## config.mk

```make
export PLATFORM = sky130hd
export DESIGN_NAME = fetch_controller
export DESIGN_NICKNAME = d
export VERILOG_FILES = /design/src/rtl/fetch_controller.sv
export SDC_FILE = /design/constraint.sdc
export NUM_CORES = 1
export LEC_CHECK = 0
export CORE_ASPECT_RATIO = 0.6
export CORE_MARGIN = 2
export CORE_UTILIZATION = 47
export DETAILED_ROUTE_END_ITERATION = 12
export GPL_TIMING_DRIVEN = 0
export PLACE_DENSITY = 0.79
export SLEW_MARGIN = 20
export SYNTH_ARGS = -nofsm -noshare
export SYNTH_HDL_FRONTEND = slang
export SYNTH_SLANG_ARGS = --single-unit
```

## constraint.sdc

```tcl
create_clock -name clk -period 3.17 [get_ports clk]
set_clock_uncertainty 0.2 [all_clocks]
set_input_delay 0.634 -clock clk [delete_from_list [all_inputs] [get_ports clk]]
set_output_delay 0.634 -clock clk [all_outputs]
set_load 0.01 [all_outputs]
```

## src/rtl/fetch_controller.sv

```systemverilog
// Instruction-fetch sequencing controller: PC advance/hold/redirect, IF/ID and
// ID/EX write/flush control, and saturating stall/flush performance counters.
module fetch_controller #(
  parameter int unsigned BOOT_CYCLES = 2,
  parameter int unsigned CNT_W       = 16
) (
  input  logic             clk,
  input  logic             reset,
  input  logic             branch_ex,
  input  logic             zero_ex,
  input  logic             jump_id,
  input  logic             jumpR_id,
  input  logic             memRead_ex,
  input  logic [4:0]       rt_ex,
  input  logic [4:0]       rs_id,
  input  logic [4:0]       rt_id,
  output logic [1:0]       pc_sel,
  output logic             pc_write,
  output logic             add_one_enable,
  output logic             ifid_write,
  output logic             ifid_flush,
  output logic             idex_flush,
  output logic [CNT_W-1:0] stall_count,
  output logic [CNT_W-1:0] flush_count
);

  typedef enum logic [1:0] {
    S_BOOT  = 2'd0,
    S_RUN   = 2'd1,
    S_STALL = 2'd2,
    S_FLUSH = 2'd3
  } state_e;

  localparam logic [3:0] BOOT_INIT = 4'(BOOT_CYCLES - 1);

  state_e           state_q, state_d;
  logic [3:0]       boot_cnt_q, boot_cnt_d;
  logic [CNT_W-1:0] stall_cnt_q, stall_cnt_d;
  logic [CNT_W-1:0] flush_cnt_q, flush_cnt_d;

  logic br_taken, lu_hazard, jr_req, j_req, in_flush;
  logic stall_inc, flush_inc;

  assign br_taken  = branch_ex & ~zero_ex;
  assign lu_hazard = memRead_ex & (rt_ex != '0) & ((rt_ex == rs_id) | (rt_ex == rt_id));
  assign jr_req    = jumpR_id;
  assign j_req     = jump_id & ~jumpR_id;

  always_comb begin
    state_d        = state_q;
    boot_cnt_d     = boot_cnt_q;
    pc_sel         = 2'd0;
    pc_write       = 1'b0;
    add_one_enable = 1'b0;
    ifid_write     = 1'b1;
    ifid_flush     = 1'b0;
    idex_flush     = 1'b0;
    stall_inc      = 1'b0;
    flush_inc      = 1'b0;
    // FLUSH holds a bubble in ID, so only the EX-stage branch request is live.
    in_flush       = (state_q == S_FLUSH);

    if (state_q == S_BOOT) begin
      ifid_flush = 1'b1;
      idex_flush = 1'b1;
      if (boot_cnt_q == '0) begin
        state_d = S_RUN;
      end else begin
        boot_cnt_d = boot_cnt_q - 4'd1;
      end
    end else if (br_taken) begin
      pc_sel         = 2'd1;
      pc_write       = 1'b1;
      add_one_enable = 1'b1;
      ifid_flush     = 1'b1;
      idex_flush     = 1'b1;
      flush_inc      = 1'b1;
      state_d        = S_FLUSH;
    end else if (lu_hazard && !in_flush) begin
      ifid_write = 1'b0;
      idex_flush = 1'b1;
      stall_inc  = 1'b1;
      state_d    = S_STALL;
    end else if (jr_req && !in_flush) begin
      pc_sel     = 2'd3;
      pc_write   = 1'b1;
      ifid_flush = 1'b1;
      flush_inc  = 1'b1;
      state_d    = S_FLUSH;
    end else if (j_req && !in_flush) begin
      pc_sel     = 2'd2;
      pc_write   = 1'b1;
      ifid_flush = 1'b1;
      flush_inc  = 1'b1;
      state_d    = S_FLUSH;
    end else begin
      pc_write       = 1'b1;
      add_one_enable = 1'b1;
      state_d        = S_RUN;
    end

    stall_cnt_d = stall_cnt_q;
    flush_cnt_d = flush_cnt_q;
    if (stall_inc && (stall_cnt_q != '1)) stall_cnt_d = stall_cnt_q + CNT_W'(1);
    if (flush_inc && (flush_cnt_q != '1)) flush_cnt_d = flush_cnt_q + CNT_W'(1);
  end

  always_ff @(posedge clk or negedge reset) begin
    if (!reset) begin
      state_q     <= S_BOOT;
      boot_cnt_q  <= BOOT_INIT;
      stall_cnt_q <= '0;
      flush_cnt_q <= '0;
    end else begin
      state_q     <= state_d;
      boot_cnt_q  <= boot_cnt_d;
      stall_cnt_q <= stall_cnt_d;
      flush_cnt_q <= flush_cnt_d;
    end
  end

  assign stall_count = stall_cnt_q;
  assign flush_count = flush_cnt_q;

endmodule

```

==> flow_results.xml <==
<?xml version="1.0" encoding="UTF-8"?>
<metrics>
  <group name="global_routing">
    <metric name="antenna_violations_before_repair" unit="">0</metric>
    <metric name="globalRoute.totalOverflow" unit="">0</metric>
    <metric name="number_of_global_route_vias_before_repair" unit="">1708</metric>
    <metric name="grt_busiest_layer" unit="">met2</metric>
    <metric name="gr_util_met1" unit="%">29.8</metric>
    <metric name="grt_first_pass_wirelength" unit="microns">8320</metric>
    <metric name="groute.layer.met3.usage" unit="%">5.56</metric>
    <metric name="grt_start_max_net_pins" unit="">23</metric>
    <metric name="grtUsageMet2" unit="%">30.8</metric>
    <metric name="overall_routing_resource_usage" unit="%">20.3</metric>
  </group>
  <group name="critical_path">
    <metric name="regToRegStartpoint" unit="">flush_count[0]</metric>
    <metric name="end_kind" unit="">output port</metric>
    <metric name="critical_path.cell_chain" unit="">dlygate4sd2_1 &gt; or4_4 &gt; o211ai_4 &gt; or2_4 &gt; nand3_1 &gt; a21oi_2 &gt; buf_2</metric>
    <metric name="cp_slowest_stage_delay" unit="ns">0.56</metric>
    <metric name="crit_path_start_kind" unit="">input port</metric>
    <metric name="crit_fanout" unit="">6</metric>
    <metric name="critical_path.slowest_cell" unit="">sky130_fd_sc_hd__or4_4</metric>
    <metric name="worstPathBufferInverterCount" unit="">2</metric>
    <metric name="worstPathArrival" unit="ns">2.27</metric>
    <metric name="critical-path-top-delay-family" unit="">simple AND/OR/NAND/NOR gates</metric>
    <metric name="cp.required" unit="ns">2.34</metric>
    <metric name="timing.critical_path.from" unit="">rt_ex[3]</metric>
    <metric name="crit_type" unit="">in -&gt; out</metric>
  </group>
  <group name="die">
    <metric name="start_util" unit="%">50.1</metric>
    <metric name="die_w" unit="microns">90.3</metric>
    <metric name="die_y" unit="microns">55.8</metric>
    <metric name="die-area" unit="sq um">5040</metric>
    <metric name="fp.coreArea" unit="sq um">4190</metric>
    <metric name="num_rows" unit="">18</metric>
    <metric name="floorplan.io_pins" unit="">61</metric>
  </group>
  <group name="sta">
    <metric name="timing.final.setup_violations" unit="">0</metric>
    <metric name="fmax" unit="MHz">322</metric>
    <metric name="worst_slew_pin_slew" unit="ns">0.621</metric>
    <metric name="relSlewSlack" unit="%">58.0</metric>
    <metric name="final_critical_path_setup_slack" unit="ns">0.0645</metric>
    <metric name="setup-tns-final" unit="ns">0</metric>
    <metric name="final_min_period_over_clock_period" unit="%">98.0</metric>
    <metric name="hold_viol" unit="">0</metric>
    <metric name="fin_crit_period" unit="ns">3.11</metric>
    <metric name="report.final.slew_viol_count" unit="">0</metric>
    <metric name="finalHoldWorstSlack" unit="ns">0.0868</metric>
  </group>
  <group name="cells_and_area">
    <metric name="final_cell_count_no_fill" unit="">341</metric>
    <metric name="layout_commonest_cell" unit="">sky130_fd_sc_hd__clkdlybuf4s50_1</metric>
    <metric name="most-common-layout-cells" unit="">46 x sky130_fd_sc_hd__clkdlybuf4s50_1, 37 x sky130_fd_sc_hd__dfrtp_1, 20 x sky130_fd_sc_hd__xor2_1</metric>
    <metric name="antenna_cells_inserted" unit="">0</metric>
    <metric name="layout-drive-gt1-share" unit="%">18.5</metric>
    <metric name="design.final.nets" unit="">305</metric>
    <metric name="finish.utilization" unit="%">70.5</metric>
    <metric name="layout-area-overhead-vs-synth" unit="%">40.8</metric>
    <metric name="post-route-cell-area" unit="sq um">2960</metric>
  </group>
  <group name="clock_network">
    <metric name="tritoncts" unit="">done</metric>
    <metric name="clkLatencyLatePin" unit="ns">0.29</metric>
    <metric name="cts.path.max_buffers" unit="">2</metric>
    <metric name="inserted_clock_buffers" unit="">5</metric>
    <metric name="clkSinkCount" unit="">38</metric>
    <metric name="postCtsHoldBufs" unit="">0</metric>
    <metric name="clock_tree.root_cell" unit="">sky130_fd_sc_hd__clkbuf_8</metric>
    <metric name="htreeDepth" unit="">2</metric>
    <metric name="clk_pin_slew" unit="ns">0.07</metric>
  </group>
  <group name="synth">
    <metric name="synthCells" unit="">206</metric>
    <metric name="post-synth-top-area-cell" unit="">sky130_fd_sc_hd__dfrtp_1</metric>
    <metric name="synth_async_sr_flop_share" unit="%">100</metric>
    <metric name="sequential_fraction_of_the_synthesis_area" unit="%">45.4</metric>
    <metric name="yosysWarnings" unit="">0</metric>
    <metric name="synth.net_count" unit="">231</metric>
    <metric name="synth.area.top_cells" unit="">sky130_fd_sc_hd__dfrtp_1 44%, sky130_fd_sc_hd__xor2_1 8.8%, sky130_fd_sc_hd__xnor2_1 7.9%</metric>
    <metric name="synth.avg_cell_area" unit="sq um">10.2</metric>
    <metric name="synthDominantCellAreaShare" unit="%">44.1</metric>
    <metric name="synth_edf_count" unit="">0</metric>
    <metric name="synth-main-ff-cell" unit="">sky130_fd_sc_hd__dfrtp_1</metric>
    <metric name="synth_area" unit="sq um">2100</metric>
    <metric name="synth_cell_types" unit="">38</metric>
    <metric name="postSynthRegisterBits" unit="">38</metric>
  </group>
  <group name="place">
    <metric name="place.detailed.hpwl" unit="microns">3790</metric>
    <metric name="detailed_place.area" unit="sq um">2800</metric>
    <metric name="place.detailed.instances" unit="">327</metric>
    <metric name="pre_cts_ws" unit="ns">-0.793</metric>
    <metric name="port-buffer-count" unit="">60</metric>
    <metric name="place_congestion" unit="">0.779</metric>
  </group>
  <group name="detailed_routing">
    <metric name="per_cell_via_count_in_the_routed_design" unit="">5.21</metric>
    <metric name="wl" unit="microns">4890</metric>
    <metric name="antenna_left" unit="">0</metric>
    <metric name="dr.pass1.iters" unit="">4</metric>
    <metric name="avgRoutedWirePerCell" unit="microns">14.3</metric>
    <metric name="dr_total_vias" unit="">1775</metric>
    <metric name="number_of_remaining_drc_errors" unit="">0</metric>
    <metric name="detail_route.iter0.violations" unit="">123</metric>
  </group>
  <group name="pwr">
    <metric name="leakagePower" unit="nW">1.23</metric>
    <metric name="report.power.total" unit="mW">1.48</metric>
    <metric name="ir_drop" unit="V">0.000382</metric>
    <metric name="total_power_density_per_cell_area" unit="nW/um^2">501</metric>
  </group>
  <group name="hold_path">
    <metric name="hold_path_class" unit="">in -&gt; async</metric>
  </group>
  <group name="run">
    <metric name="max_cap_viol_count" unit="">0</metric>
  </group>
  <group name="run_status">
    <metric name="outcome" unit="">completed</metric>
  </group>
</metrics>
[cell usage after synthesis, types with 2 or more instances]
| master | instances |
|---|---|
| sky130_fd_sc_hd__a21oi_1 | 7 |
| sky130_fd_sc_hd__and2_1 | 3 |
| sky130_fd_sc_hd__and3_1 | 5 |
| sky130_fd_sc_hd__and4_1 | 2 |
| sky130_fd_sc_hd__buf_2 | 2 |
| sky130_fd_sc_hd__dfrtp_1 | 37 |
| sky130_fd_sc_hd__ha_1 | 3 |
| sky130_fd_sc_hd__inv_1 | 5 |
| sky130_fd_sc_hd__mux2_2 | 3 |
| sky130_fd_sc_hd__nand2_1 | 18 |
| sky130_fd_sc_hd__nand3_1 | 12 |
| sky130_fd_sc_hd__nand4_1 | 15 |
| sky130_fd_sc_hd__nor2_1 | 14 |
| sky130_fd_sc_hd__nor2b_1 | 2 |
| sky130_fd_sc_hd__nor3_1 | 9 |
| sky130_fd_sc_hd__nor3_2 | 2 |
| sky130_fd_sc_hd__nor4_2 | 3 |
| sky130_fd_sc_hd__o21ai_0 | 4 |
| sky130_fd_sc_hd__or2_2 | 2 |
| sky130_fd_sc_hd__or4_4 | 2 |
| sky130_fd_sc_hd__xnor2_1 | 19 |
| sky130_fd_sc_hd__xor2_1 | 21 |
[repair_timing]
action                     in CTS  in global routing
setup buffers                   5                  2
resized for setup              28                  9
pin swaps                       4                  7
setup endpoints to repair       7                  6
[final cells by class]
class,count,area (sq um)
clock inverter,2,12.5
tap,60,75.1
fill,339,1230
buffer,5,31.3
timing repair buffer,68,648
sequential,38,952
inverter,5,18.8
multi-input combinational,157,1130
clock buffer,6,82.6
[path summary, 6_finish.rpt]
path	to	slack, ns	cells past startpoint
worst max-delay path	pc_sel[0]	0.06	7
worst min register to register	flush_count[12]	0.29	1
worst min-delay path	flush_count[1]	0.09	1
max in group asynchronous	boot_cnt_q[0]	2.15	2
worst max register to register	flush_count[11]	0.57	7
min in group clk	flush_count[12]	0.29	1
[power by group]
group / internal, mW / switching [mW]
sequential: 0.562 / 0.113
combinational: 0.264 / 0.200
clock: 0.175 / 0.166
total: 1.00 / 0.479
[sequential cells by signal, summed over array words and instances (netlist names)]
| name | count |
|---|---|
| stall_count | 16 |
| flush_count | 16 |
| boot_cnt_q | 4 |
| state_q | 2 |
[metal layers]
| layer | vias up | share of wire [%] |
|---|---|---|
| met3 | 0 | 5.7 |
| met1 | 849 | 50 |
| met2 | 56 | 44 |
| met4 | 0 | 0 |
| li1 | 870 | - |
| met5 | - | 0 |
[cells by family after synthesis]
logic type / after synthesis / share of synthesized area (%)
simple gates: 94 / 25.4
xor+xnor: 41 / 17.5
flops: 38 / 45.4
compound gates: 16 / 5.78
buf+inv: 11 / 2.62
mux: 3 / 1.61
fa+ha+maj: 3 / 1.79
No activity file was read; power rests on OpenSTA's default activity.
